`src/rtl/fft_frame_sequencer.sv`:
```
`timescale 1ns/1ps
// fft_frame_sequencer
//   Flow-controlled control sequencer for a 256-point radix-4 SDF FFT
//   pipeline (256/64/16/4-point stages). The whole pipeline moves one step
//   ("advance") only when a sample is accepted, or on every cycle while
//   flushing. Flushing injects zero samples so the last real frame drains out.
//
//   Handshake: a sample is transferred on a cycle where in_valid=1 and
//   in_ready=1. In IDLE only a sample carrying in_sop is taken; an in_valid
//   without in_sop in IDLE is dropped and flagged on err_sop. in_ready is a
//   function of the current state only (low in FLUSH), never of in_valid.
//
// Ports
//   clk, rst_n         clock, synchronous active-low reset
//   in_valid, in_sop   sample presented / first sample of a frame
//   in_ready           sequencer accepts samples
//   flush_req          drain the pipeline after the current frame
//   zero_fill          datapath injects 0+0j this cycle
//   stage_*_en         per-stage advance enables
//   out_valid/sop/eop  output framing, out_idx = index within output frame
//   busy               sequencer not idle
//   err_sop            one-cycle pulse on an sop protocol violation
//   dbg_state          current FSM state (observation only)
module fft_frame_sequencer #(
  parameter int N        = 256,
  parameter int EN64_DLY = 193,
  parameter int EN16_DLY = 242,
  parameter int EN4_DLY  = 255,
  parameter int OE_DLY   = 258
) (
  input  logic                 clk,
  input  logic                 rst_n,
  input  logic                 in_valid,
  input  logic                 in_sop,
  output logic                 in_ready,
  input  logic                 flush_req,
  output logic                 zero_fill,
  output logic                 stage_256_en,
  output logic                 stage_64_en,
  output logic                 stage_16_en,
  output logic                 stage_4_en,
  output logic                 out_valid,
  output logic                 out_sop,
  output logic                 out_eop,
  output logic [$clog2(N)-1:0] out_idx,
  output logic                 busy,
  output logic                 err_sop,
  output logic [1:0]           dbg_state
);

  localparam int IW = $clog2(N);
  localparam logic [9:0]    EN64_T = EN64_DLY[9:0];
  localparam logic [9:0]    EN16_T = EN16_DLY[9:0];
  localparam logic [9:0]    EN4_T  = EN4_DLY[9:0];
  localparam logic [9:0]    OE_T   = OE_DLY[9:0];
  localparam logic [IW-1:0] LAST   = IW'(N - 1);

  typedef enum logic [1:0] {
    S_IDLE  = 2'd0,
    S_RUN   = 2'd1,
    S_FLUSH = 2'd2
  } state_t;

  state_t        state, state_nxt;
  logic [9:0]    tick;
  logic [IW-1:0] in_cnt, in_cnt_nxt;
  logic [2:0]    frames_pend, frames_pend_nxt;
  logic          flush_pend;

  logic adv_raw, advance, accept, wrap, go_idle;

  // Advance condition per state; gated by rst_n so nothing moves while reset
  // is being applied.
  always_comb begin
    adv_raw = 1'b0;
    case (state)
      S_IDLE:  adv_raw = in_valid & in_sop;
      S_RUN:   adv_raw = in_valid;
      S_FLUSH: adv_raw = 1'b1;
      default: adv_raw = 1'b0;
    endcase
  end

  assign advance  = rst_n & adv_raw;
  assign in_ready = ~rst_n | (state != S_FLUSH);
  assign accept   = advance & in_valid & (state != S_FLUSH);
  assign wrap     = accept & (in_cnt == LAST);

  assign in_cnt_nxt = accept ? in_cnt + IW'(1) : in_cnt;

  assign stage_256_en = advance;
  assign stage_64_en  = advance & (tick >= EN64_T);
  assign stage_16_en  = advance & (tick >= EN16_T);
  assign stage_4_en   = advance & (tick >= EN4_T);
  assign out_valid    = advance & (tick >= OE_T);
  assign out_sop      = out_valid & (out_idx == '0);
  assign out_eop      = out_valid & (out_idx == LAST);

  assign zero_fill = rst_n & (state == S_FLUSH);
  assign busy      = rst_n & (state != S_IDLE);
  assign dbg_state = state;

  assign err_sop = rst_n & in_valid &
                   (((state == S_IDLE) & ~in_sop) |
                    ((state == S_RUN) & in_sop & (in_cnt != '0)));

  // Frames fully accepted but not yet fully output. A completing input frame
  // and a completing output frame in the same cycle cancel out.
  always_comb begin
    frames_pend_nxt = frames_pend;
    case ({wrap, out_eop})
      2'b10:   frames_pend_nxt = frames_pend + 3'd1;
      2'b01:   frames_pend_nxt = frames_pend - 3'd1;
      default: frames_pend_nxt = frames_pend;
    endcase
  end

  always_comb begin
    state_nxt = state;
    case (state)
      S_IDLE: if (advance) state_nxt = S_RUN;
      // Flush only at a frame boundary; a flush_req arriving with the
      // frame-completing sample counts immediately.
      S_RUN: if ((flush_pend | flush_req) && (in_cnt_nxt == '0)) state_nxt = S_FLUSH;
      S_FLUSH: begin
        if (frames_pend == '0)                          state_nxt = S_IDLE;
        else if (out_eop && (frames_pend_nxt == '0))    state_nxt = S_IDLE;
      end
      default: state_nxt = S_IDLE;
    endcase
  end

  assign go_idle = (state == S_FLUSH) && (state_nxt == S_IDLE);

  always_ff @(posedge clk) begin
    if (!rst_n) begin
      state       <= S_IDLE;
      tick        <= '0;
      in_cnt      <= '0;
      out_idx     <= '0;
      frames_pend <= '0;
      flush_pend  <= 1'b0;
    end else begin
      state  <= state_nxt;
      in_cnt <= in_cnt_nxt;
      if (go_idle) begin
        tick        <= '0;
        out_idx     <= '0;
        frames_pend <= '0;
        flush_pend  <= 1'b0;
      end else begin
        if (advance && (tick != OE_T)) tick <= tick + 10'd1;
        if (out_valid) out_idx <= out_idx + IW'(1);
        frames_pend <= frames_pend_nxt;
        if ((state == S_RUN) && flush_req) flush_pend <= 1'b1;
      end
    end
  end

endmodule

```
`config.mk`:
```
export PLATFORM = sky130hd
export DESIGN_NAME = fft_frame_sequencer
export DESIGN_NICKNAME = d
export VERILOG_FILES = /design/src/rtl/fft_frame_sequencer.sv
export SDC_FILE = /design/constraint.sdc
export NUM_CORES = 1
export LEC_CHECK = 0
export CORE_MARGIN = 3
export CORE_UTILIZATION = 54
export CTS_CLUSTER_SIZE = 14
export DETAILED_ROUTE_END_ITERATION = 6
export GPL_ROUTABILITY_DRIVEN = 0
export PLACE_DENSITY = 0.79
export SYNTH_ARGS = -nofsm -noshare
export SYNTH_HDL_FRONTEND = slang
export SYNTH_SLANG_ARGS = --single-unit
```
`constraint.sdc`:
```
create_clock -name clk -period 5.7 [get_ports clk]
set_clock_uncertainty 0.2 [all_clocks]
set_input_delay 1.425 -clock clk [delete_from_list [all_inputs] [get_ports clk]]
set_output_delay 1.425 -clock clk [all_outputs]
set_load 0.03 [all_outputs]
```
=== Yosys cells after proc, flatten, opt, wreduce, memory -nomap -nowiden ===
Cells that the tools add are included.

* $add $sub $neg: 5
* Order comparisons: 4
* Equality and inequality tests: 8
* Muxes and demuxes: 8
* Bitwise operators: 23
* Reduce and logical (&&, ||, !) cells: 14

{| class="wikitable"
|+ Operator list
! operator !! count
|-
| $ge A10 B8 Y1 const B || 3
|-
| $and A1 B1 Y1 || 18
|-
| $add A8 B1 Y8 const B || 2
|-
| $eq A8 B8 Y1 const B || 2
|-
| $logic_not A8 Y1 || 2
|-
| $add A10 B1 Y10 const B || 1
|-
| $ge A10 B9 Y1 const B || 1
|-
| $ne A10 B9 Y1 const B || 1
|-
| $mux W2 || 4
|-
| $mux W8 || 1
|-
| $reduce_bool A8 Y1 || 1
|-
| $logic_not A3 Y1 || 2
|-
| $pmux W2 S3 || 1
|-
| $pmux W3 S2 || 1
|-
| $logic_and A1 B1 Y1 || 5
|-
| $eq A2 B1 Y1 const B || 2
|-
| $eq A2 B2 Y1 const B || 2
|-
| $logic_not A2 Y1 || 2
|-
| $add A3 B1 Y3 const B || 1
|-
| $or A1 B1 Y1 || 3
|-
| $pmux W1 S3 || 1
|-
| $sub A3 B1 Y3 const B || 1
|-
| $ne A2 B2 Y1 const B || 1
|-
| $not A1 Y1 || 2
|-
| other kinds (2) || 2
|}

* Bits in registers: 32
* Logic and storage cells: 68

=== Longest topological paths before layout ===
* Depth in word-level cells: 16
* Gate-level depth with buffers: 15
* Depth with buffers taken out: 12

=== Least setup slack after synthesis ===
Ideal clock, no wire load.

* Path kind: input-to-reg
* From: input port rst_n
* To: register out_idx[0]
* Arrival: 4.745 ns
* Data required time: 5.384 ns
* Slack: 0.639 ns
* Stages on the path: 14
* Path buffers: 2
* Cells stage by stage: a21boi_2 o21ai_2 inv_1 clkbuf_1 and4_1 ha_1 inv_1 fa_1 xor2_1 xnor2_1 or4b_4 o311ai_4 buf_6 nor2_1

* Elaborated cells between the ends (all ways): 23
* Classes of those cells: eq/ne: 2; mux: 7; bitwise: 7; reduce/logical: 7

{| class="wikitable"
|+ RTL lines
! item !! line !! RTL
|-
| start: declaration || 32 || <nowiki>input logic rst_n,</nowiki>
|-
| $and A1 B1 Y1 (*) || 84 || <nowiki>assign advance = rst_n & adv_raw;</nowiki>
|-
| net stage_256_en || 38 || <nowiki>output logic stage_256_en,</nowiki>
|-
| $and A1 B1 Y1 (*) || 95 || <nowiki>assign out_valid = advance & (tick >= OE_T);</nowiki>
|-
| $and A1 B1 Y1 (*) || 97 || <nowiki>assign out_eop = out_valid & (out_idx == LAST);</nowiki>
|-
| net out_eop || 44 || <nowiki>output logic out_eop,</nowiki>
|-
| $eq A2 B1 Y1 / $eq A2 B2 Y1 (equally long branches) || 111 || <nowiki>case ({wrap, out_eop})</nowiki>
|-
| $pmux W3 S2 || 111 ||
|-
| $logic_not A3 Y1 || 127 || <nowiki>else if (out_eop && (frames_pend_nxt == '0)) state_nxt = S_IDLE;</nowiki>
|-
| $logic_and A1 B1 Y1 (*) || 127 ||
|-
| $mux W2 (*) || 127 ||
|-
| $mux W2 (*) || 126 || <nowiki>if (frames_pend == '0) state_nxt = S_IDLE;</nowiki>
|-
| $pmux W2 S3 (*) || 120 || <nowiki>case (state)</nowiki>
|-
| $logic_not A2 Y1 (*) || 133 || <nowiki>assign go_idle = (state == S_FLUSH) && (state_nxt == S_IDLE);</nowiki>
|-
| $logic_and A1 B1 Y1 (*) || 133 ||
|-
| $reduce_or A2 Y1 (no line) (*) || -- ||
|-
| end signal: assignment || 153 || <nowiki>if (out_valid) out_idx <= out_idx + IW'(1);</nowiki>
|-
| end: declaration || 45 || <nowiki>output logic [$clog2(N)-1:0] out_idx,</nowiki>
|}

The timed path passes the listed nets; every way through them passes the cells marked *.
A chain may end at the register's enable or synchronous reset.

=== Final worst setup path ===
* From: input port rst_n
* To: output port out_valid

* Cells in the longest elaborated chain, start to end: 2

{| class="wikitable"
|+ Ends and longest elaborated chain
! item !! line !! RTL
|-
| $and A1 B1 Y1 || 84 ||
|-
| $and A1 B1 Y1 || 95 ||
|-
| end: declaration || 42 || <nowiki>output logic out_valid,</nowiki>
|}

Every way passes these cells.

==> flow_metrics.tcl <==
set metrics [dict create \
    dieArea_um2 4280 \
    synth_compound_area_frac 0.1161 \
    drt_iter0_markers 164 \
    synthAdderAreaFrac 0.06955 \
    gr-usage-met2 0.3325 \
    antenna_cells 0 \
    synth_edf_count 0 \
    syn_area_um2 1907 \
    syn_to_final_growth_pct 17.91 \
    clk_path_buf_depth 2 \
    finalNetCount 270 \
    drive_above_1_share 0.07031 \
    synth-simple-area-share 0.2940 \
    vias 1662 \
    static-leakage-power_nw 0.8080 \
    post-dp-hpwl_mm 3.069 \
    grt_pass1_vias 1548 \
    crit_buf_inv 3 \
    synth_nets 242 \
    use_met3 0.04957 \
    setup-tns-final_ns 0 \
    post_drt_wl_per_cell_um 13.79 \
    synth.yosys.seq_area_share 0.3360 \
    synth.mux.area_fraction 0.01050 \
    die_h_um 65.43 \
    io_buffers 25 \
    numClockSinks 32 \
    switching_share 0.2472 \
    rows 20 \
    p_int_uw 302.6 \
    synthFlopType "dfxtp_1" \
    drv_slew 0 \
    hp-class "reg2reg" \
    cts_tree "done" \
    postCtsSetupRepairBufs 0 \
    htreeDepth 2 \
    end_kind "output pin" \
    rsz0062_at_grt "false" \
    slew_headroom 0.5739 \
    grtUsageMet1 0.3192 \
    cts.clk_slew.worst_paths_ns 0.09 \
    pwr-share-seq 0.574 \
    maxCapViolations 0 \
    grt_overflow 0 \
    clock.fmax_mhz 182.6 \
    finalHoldViolations 0 \
    clkLatencyLatePin_ns 0.33 \
    top_usage_layer "met2" \
    synth_top_cell_by_area "dfxtp_1" \
    grt_max_degree 23 \
    power_uw 402.0 \
    pre_cts_slack_ns 0.2312 \
    critPathKind "in2out" \
    crit_path_top_delay_cell "clkdlybuf4s50_1" \
    cts_resized 0 \
    final.setup.worst_slack_ns 0.2238 \
    setup_viol 0 \
    vdd_drop_max_v 0.0001470 \
    min_period_over_period 0.9607 \
    avgSynthCellArea_um2 8.400 \
    critical_path_required_ns 4.07 \
    synthTopCellsByArea "dfxtp_1, xor2_1, nor2_1" \
    path_common_cell "clkdlybuf4s50_1" \
    core_um2 3203 \
    cts_root_buffer "clkbuf_4" \
    crit_arrival_ns 3.85 \
    synth_top_family_by_area "simple AND/OR/NAND/NOR gates" \
    avgViaCountPerCell 5.540 \
    power.share.clock 0.330 \
    ys_async_sr_fraction 0 \
    synthXorXnorAreaFrac 0.1240 \
    path_delay_family "buffers and inverters" \
    p_comb_frac 0.096 \
    cts_buffers 5 \
    critPathMaxFanout 14 \
    finalCriticalPeriod_ns 5.476 \
    ys.warnings.count 0 \
    ios 26 \
    die_w_um 65.43 \
    synth-seq-cells 32 \
    final_antenna_net_count 0 \
    grtUsageTotal 0.2236 \
    grt_first_pass_wirelength_mm 7.479 \
    power.density_nw_per_um2 178.8 \
    netlist.area_leader.share 0.3360 \
    cp-start-kind "primary input" \
    drc 0 \
    status "finished clean" \
    net-switching-power_uw 99.37 \
    syn_inst 227 \
    start_util 0.5953 \
    cp_cell_sequence "clkdlybuf4s50_1, a21boi_2, o21ai_2, inv_1, and2_0, clkdlybuf4s50_1" \
    first_pass_iters 4 \
    slowest_delay_ns 0.75 \
    wirelength_mm 4.137 \
    tightestPinTransition_ns 0.6332 \
    yosysUniqueCellTypes 46 \
    cts_hold_buf 0 \
    antenna_found_initial 0 \
]
[path summary, 6_finish.rpt]
path | startpoint | endpoint | slack, ns | depth (start not counted)
max | rst_n | out_valid | 0.22 | 6
min reg2reg | flush_pend$_SDFFE_PP0P_ | flush_pend$_SDFFE_PP0P_ | 0.29 | 2
min | flush_pend$_SDFFE_PP0P_ | flush_pend$_SDFFE_PP0P_ | 0.29 | 2
max reg2reg | dbg_state[0]$_SDFF_PN0_ | out_idx[7]$_SDFFE_PP0P_ | 1.80 | 13
[cell usage in the layout, fill, tap and decap left out, types with 3 or more instances in the layout]
| cell type | instances |
|---|---|
| a21oi_1 | 13 |
| a31oi_1 | 3 |
| and2_1 | 6 |
| and3_1 | 5 |
| and4_1 | 3 |
| buf_4 | 4 |
| clkbuf_4 | 5 |
| clkdlybuf4s50_1 | 24 |
| dfxtp_1 | 32 |
| ha_1 | 9 |
| inv_1 | 14 |
| nand2_1 | 10 |
| nand3_1 | 13 |
| nand4_1 | 8 |
| nor2_1 | 32 |
| nor2b_1 | 6 |
| nor3_1 | 6 |
| nor4_1 | 4 |
| xnor2_1 | 10 |
| xor2_1 | 17 |
[registers in the layout, summed over array words and instances, names as in the netlist]
signal / count
frames_pend: 3
in_cnt: 8
out_idx: 8
tick: 10
flush_pend: 1
dbg_state: 2
[cells by family after synthesis]
group | after synthesis
fa+ha+maj | 10
simple gates | 105
compound gates | 30
mux | 2
xor+xnor | 27
buf+inv | 21
flops | 32
[power groups by stage]
stage	Combinational [mW]	Clock (mW)	Sequential, mW
2_1_floorplan	0.0264	0	0.235
3_3_place_gp	0.0375	0	0.236
3_5_place_dp	0.0377	0	0.236
4_1_cts	0.0381	0.136	0.231
5_1_grt	0.0425	0.147	0.232
6_report	0.0384	0.133	0.231
[per-layer routing]
layer	up-vias	part of all wire
met2	36	0.45
met1	771	0.50
met4	0	0.013
met3	7	0.038
li1	848	-
met5	-	0
[through the flow]
step | util | std cells | hold WS [ns] | cell area (µm²)
finish | 0.7020 | 300 | 0.2859 | 2248
global route | 0.7020 | 300 | 0.3519 | 2248
CTS | 0.7020 | 300 | 0.2885 | 2248
detailed placement | 0.6836 | 292 | 0.2676 | 2190
global placement | 0.6836 | 292 | 0.2553 | 2190
floorplan | - | 227 | 0.2372 | 1907
[cell usage after synthesis (5+ instances only)]
master	number
dfxtp_1	32
nor2_1	32
xor2_1	17
inv_1	14
a21oi_1	13
nand3_1	13
nand2_1	10
xnor2_1	10
ha_1	9
nand4_1	8
and2_1	6
nor2b_1	6
nor3_1	6
and3_1	5
[layout make-up]
| class | instances | area, µm² |
|---|---|---|
| Multi-Input combinational cell | 174 | 1171 |
| Fill cell | 289 | 954.7 |
| Sequential cell | 32 | 640.6 |
| Timing Repair Buffer | 28 | 270.3 |
| Clock buffer | 8 | 58.81 |
| Tap cell | 44 | 55.05 |
| Inverter | 14 | 52.55 |
[worst min-delay path, cell delays in order (launching register included)]
cell,delay [ns]
dfxtp_1,0.34
a31oi_1,0.05
nor2_1,0.07
Power figures use the tool's default switching activity.
